===== config.mk =====
export PLATFORM = sky130hd
export DESIGN_NAME = cnu_min_sort
export DESIGN_NICKNAME = d
export VERILOG_FILES = /design/src/rtl/ldpc_pkg.sv /design/src/rtl/abs_sat.sv /design/src/rtl/cnu_min_sort.sv
export SDC_FILE = /design/constraint.sdc
export NUM_CORES = 1
export LEC_CHECK = 0
export BUFFER_PORTS_ARGS = -buffer_cell sky130_fd_sc_hd__buf_2
export CORE_AREA = 2 2 67 69
export CTS_BUF_LIST = sky130_fd_sc_hd__clkbuf_4 sky130_fd_sc_hd__clkbuf_8
export CTS_CLUSTER_DIAMETER = 120
export CTS_CLUSTER_SIZE = 10
export DETAILED_ROUTE_END_ITERATION = 10
export DIE_AREA = 0 0 69 71
export HOLD_SLACK_MARGIN = 0.08
export PLACE_DENSITY_LB_ADDON = 0.3
export SKIP_LAST_GASP = 1
export SLEW_MARGIN = 25
export SYNTH_ARGS = -nofsm -noshare
export SYNTH_HDL_FRONTEND = slang
export SYNTH_HIERARCHICAL = 1
export SYNTH_SLANG_ARGS = --single-unit

===== constraint.sdc =====
create_clock -name clk -period 7.9 [get_ports clk]
set_input_delay 1.58 -clock clk [delete_from_list [all_inputs] [get_ports clk]]
set_output_delay 1.58 -clock clk [all_outputs]
set_load 0.005 [all_outputs]

===== src/rtl/ldpc_pkg.sv =====
// Shared LDPC decoder definitions: default sizes, sort FSM encoding and the
// normalized min-sum scaling used by the check-node unit.
package ldpc_pkg;

  localparam int unsigned WIDTH_DEF = 6;
  localparam int unsigned DEG_DEF   = 8;

  typedef enum logic [1:0] {
    IDLE = 2'd0,
    RUN  = 2'd1,
    DONE = 2'd2
  } sort_state_t;

  // x0.75 normalization, (m>>1)+(m>>2); callers truncate to their width.
  function automatic logic [31:0] nms_scale(input logic [31:0] m);
    return (m >> 1) + (m >> 2);
  endfunction

endpackage


===== src/rtl/abs_sat.sv =====
// Signed two's-complement value to saturated (WIDTH-1)-bit magnitude plus sign.
module abs_sat #(
  parameter int unsigned WIDTH = 6
) (
  input  logic signed [WIDTH-1:0] q,
  output logic        [WIDTH-2:0] mag,
  output logic                    sign
);

  logic [WIDTH-1:0] neg;

  assign sign = q[WIDTH-1];
  assign neg  = ~q + (WIDTH)'(1);

  // The most negative input has no positive counterpart; clamp it to all-ones.
  always_comb begin
    mag = q[WIDTH-2:0];
    if (sign) begin
      if (q[WIDTH-2:0] == '0) mag = '1;
      else                    mag = neg[WIDTH-2:0];
    end
  end

endmodule


===== src/rtl/cnu_min_sort.sv =====
// Serial min-sum front end of the CNU: tracks min1/min2, min1 index and edge
// signs over DEG samples, then pulses finish_bubble_sort for one cycle.
module cnu_min_sort
  import ldpc_pkg::*;
#(
  parameter  int unsigned WIDTH = WIDTH_DEF,
  parameter  int unsigned DEG   = DEG_DEF,
  localparam int unsigned IDXW  = $clog2(DEG)
) (
  input  logic                    clk,
  input  logic                    rst,
  input  logic                    clr,
  input  logic                    en_bubble_sort,
  input  logic signed [WIDTH-1:0] q_in,
  output logic                    finish_bubble_sort,
  output logic        [WIDTH-2:0] min1,
  output logic        [WIDTH-2:0] min2,
  output logic        [WIDTH-2:0] nmin1,
  output logic        [WIDTH-2:0] nmin2,
  output logic        [IDXW-1:0]  min1_idx,
  output logic                    sign_prod,
  output logic        [DEG-1:0]   sign_vec
);

  sort_state_t      state;
  logic [IDXW-1:0]  cnt;
  logic [WIDTH-2:0] mag;
  logic             sgn;

  abs_sat #(.WIDTH(WIDTH)) u_abs (
    .q    (q_in),
    .mag  (mag),
    .sign (sgn)
  );

  assign nmin1 = (WIDTH-1)'(nms_scale(32'(min1)));
  assign nmin2 = (WIDTH-1)'(nms_scale(32'(min2)));

  always_ff @(posedge clk) begin
    if (rst || clr) begin
      state              <= IDLE;
      cnt                <= '0;
      min1               <= '0;
      min2               <= '0;
      min1_idx           <= '0;
      sign_prod          <= 1'b0;
      sign_vec           <= '0;
      finish_bubble_sort <= 1'b0;
    end else begin
      finish_bubble_sort <= 1'b0;
      case (state)
        IDLE: begin
          if (en_bubble_sort) begin
            min1      <= mag;
            min2      <= '1;
            min1_idx  <= '0;
            sign_vec  <= {{(DEG-1){1'b0}}, sgn};
            sign_prod <= sgn;
            cnt       <= (IDXW)'(1);
            state     <= RUN;
          end
        end
        RUN: begin
          if (en_bubble_sort) begin
            // Strict compares: ties keep the earliest index and feed min2.
            if (mag < min1) begin
              min2     <= min1;
              min1     <= mag;
              min1_idx <= cnt;
            end else if (mag < min2) begin
              min2 <= mag;
            end
            sign_vec[cnt] <= sgn;
            sign_prod     <= sign_prod ^ sgn;
            if (cnt == (IDXW)'(DEG-1)) begin
              cnt                <= '0;
              finish_bubble_sort <= 1'b1;
              state              <= DONE;
            end else begin
              cnt <= cnt + 1'b1;
            end
          end
        end
        DONE:    state <= IDLE;
        default: state <= IDLE;
      endcase
    end
  end

endmodule


==> metrics.txt <==
status=finished clean; post-cts sizing count=0; total gr overflow=0; vias in the first global route=1499; total number of vias=1615; Clk Latency, worst-skew pair=0.27 ns; critical path data required time=slightly above 8 ns; Hold Worst Slack=0.455 ns; Mapped Cells=approximately 220; Worst Path Buf+Inv=2; post-route cell area=2150 µm²; Core ar.=roughly 4200 µm²; YS warnings=6; post-route worst setup slack=around 4.0 ns; # port buffers=between 40 and 50; slew at the pin closest to its max-slew limit=0.755 ns; Synth area leader=dfxtp_1; Leak Pwr=1.01 nW; Vias per Instance=5.16; Setup crit end kind=flop; cell repeated most along the worst path=ha_1; Fin. Hold Viols=0; register clock-pin slew on the reported worst setup and hold paths=0.09 ns; FP Rows=24; synth unique cells=35; Yosys top cell area share=0.303; Worst Skew=0.00413 ns; Final Cycle Share=0.497; Post-Syn Area per Cell=8.29 µm²; setup slack at placement=between 3 and 4 ns; post-synthesis sequential area ratio=0.303; leading cell type in the layout, fill and taps excluded=buf_2; Iter 0 DRT Violations=52; CP cell instances=buf_2 > inv_1 > ha_1 > and2b_1 > xnor2_1 > nand2_1 > ha_1 > a21o_1 > a31oi_4 > o221ai_2 > or3_2 > a21oi_1; post-synthesis async set-or-reset flop share=0; Remaining DRCs=0; CTS Buf Count=3; Setup Fix Bufs, Post-CTS=0; CTS tree=built; cts hold-fix bufs=0; fin crit period=3.93 ns; syn nets=256; HPWL after DPL=2.91 mm; CP max-delay cell=or3_2; crit start category=primary input; Area Overhead vs Synth=16.5%; Die H=71 µm; Cell Area, Placed=2080 µm²; Yosys reg bits=28; most frequent cells in the layout=buf_2, dfxtp_1, nor2_1, nand2_1, ha_1; area of the die=4900 µm²; number of synthesized flops with an enable pin=0; final slew viol count=0; Final setup violation count=0; Main synth FF type=dfxtp_1; Total Routing Usage GR=0.161; Initial Util=0.440; Detailed Routing Iterations Pass 1=4; layout cells sized above 1=0.203; htree depth=1; Clock Tree Root=clkbuf_8; PwrDens=152 nW/µm²; RePlAce Congestion=0.844; Final #Nets=295; Slew HR=0.495; register area=561 µm²; Num Clock Sinks=28; Fin Setup TNS=0 ns; WL/cell=12.1 µm; Critical Path Max Stage Delay=0.56 ns; ranking of synthesized cells by area=dfxtp_1, ha_1, mux2i_1, nand2_1, nor2_1; data arrival time of the critical path=4.13 ns; RSZ-0062 raised after global routing=false; drt total wl=between 3 and 4 mm; FMAX=255 MHz; post-synthesis cell area=1850 µm²; clock tree buffer depth=2; antenna cells=0; Fill cells=around 420; first-pass GRT wire length=6.65 mm; area of the multi-input gates=1170 µm²; Ports=43; Die Wd=69 µm; Largest delay share family, worst path=simple AND/OR/NAND/NOR gates; initial antenna violation count=0; max-cap violations=0; Hold WC Path Type=flop to flop; CP max FO=11; largest net degree at the start of global routing=24; critical path type=primary input to flop; Final ANT Viol Nets=0; peak supply drop=0.125 mV
area by class of cell:
| class | count | share of cell area |
|---|---|---|
| clock buffer | 3 | 0.0192 |
| multi-input combinational | 167 | 0.544 |
| inverter | 20 | 0.0349 |
| sequential | 28 | 0.260 |
| clock inverter | 1 | 0.0139 |
| tap | 52 | 0.0302 |
| timing repair buffer | 42 | 0.0976 |
synth_stat cells (4+ instances only):
cell type and number:
dfxtp_1 28, nand2_1 26, nor2_1 26, ha_1 21
inv_1 20, mux2i_1 13, a21oi_1 11, o21ai_0 10
a22oi_1 8, nand2b_1 7, nand3_1 7, clkbuf_1 6
o221ai_1 5, a21o_1 4
cells by family (layout without fill, tap and decap cells):
logic type,count (synthesis),count (layout),synth area share
AOI/OAI and AO/OA,48,48,0.185
xor gates and xnor gates,6,6,0.0284
adders and majority gates,23,23,0.164
buffers and inverters,28,66,0.0630
DFF,28,28,0.303
muxes,13,13,0.0704
and+or+nand+nor,77,77,0.186
worst min-delay path, delay by kind of cell (launching register included):
kind	cells	cell delay (ns)
and+or+nand+nor	1	0.05
AOI/OAI and AO/OA	1	0.05
DFF	1	0.32
state kept, by name (all words and copies together) (netlist names):
| signal | count |
|---|---|
| cnt | 3 |
| finish_bubble_sort | 1 |
| min1 | 5 |
| min1_idx | 3 |
| min2 | 5 |
| sign_prod | 1 |
| sign_vec | 8 |
| state | 2 |
report_power, final:
| part | internal [mW] | total (mW) | leakage (nW) | switching (mW) |
|---|---|---|---|---|
| sequential | 0.145 | 0.150 | 0.227 | 0.00583 |
| combinational | 0.0278 | 0.0639 | 0.747 | 0.0361 |
| clock | 0.0679 | 0.113 | 0.0357 | 0.0448 |
| total | 0.240 | 0.327 | 1.01 | 0.0868 |
routing by layer:
| metal | global-route usage | wire [µm] | part of all wire |
|---|---|---|---|
| met5 | 0 | 0 | 0 |
| met4 | 0.0261 | 15 | 0.0040 |
| met3 | 0.0299 | 131 | 0.035 |
| met2 | 0.285 | 1810 | 0.48 |
| met1 | 0.207 | 1820 | 0.48 |
final timing paths:
| path | from | to | slack, ns | cells past startpoint |
|---|---|---|---|---|
| setup / recovery | q_in[0] | min1_idx[2]$_SDFFE_PP0P_ | 3.97 | 12 |
| hold reg to reg | min1_idx[0]$_SDFFE_PP0P_ | min1_idx[0]$_SDFFE_PP0P_ | 0.46 | 2 |
| hold / removal | min1_idx[0]$_SDFFE_PP0P_ | min1_idx[0]$_SDFFE_PP0P_ | 0.46 | 2 |
| setup reg to reg | min1[2]$_SDFFE_PP0P_ | min1_idx[2]$_SDFFE_PP0P_ | 5.54 | 7 |
through the flow:
step,std cells,utilization,total power [mW]
6_report,313,0.512,0.327
3_3_place_gp,309,0.495,0.217
5_1_grt,313,0.512,0.345
3_5_place_dp,309,0.495,0.218
4_1_cts,313,0.512,0.330
2_1_floorplan,223,-,0.200
No activity file was read; power rests on OpenSTA's default activity.
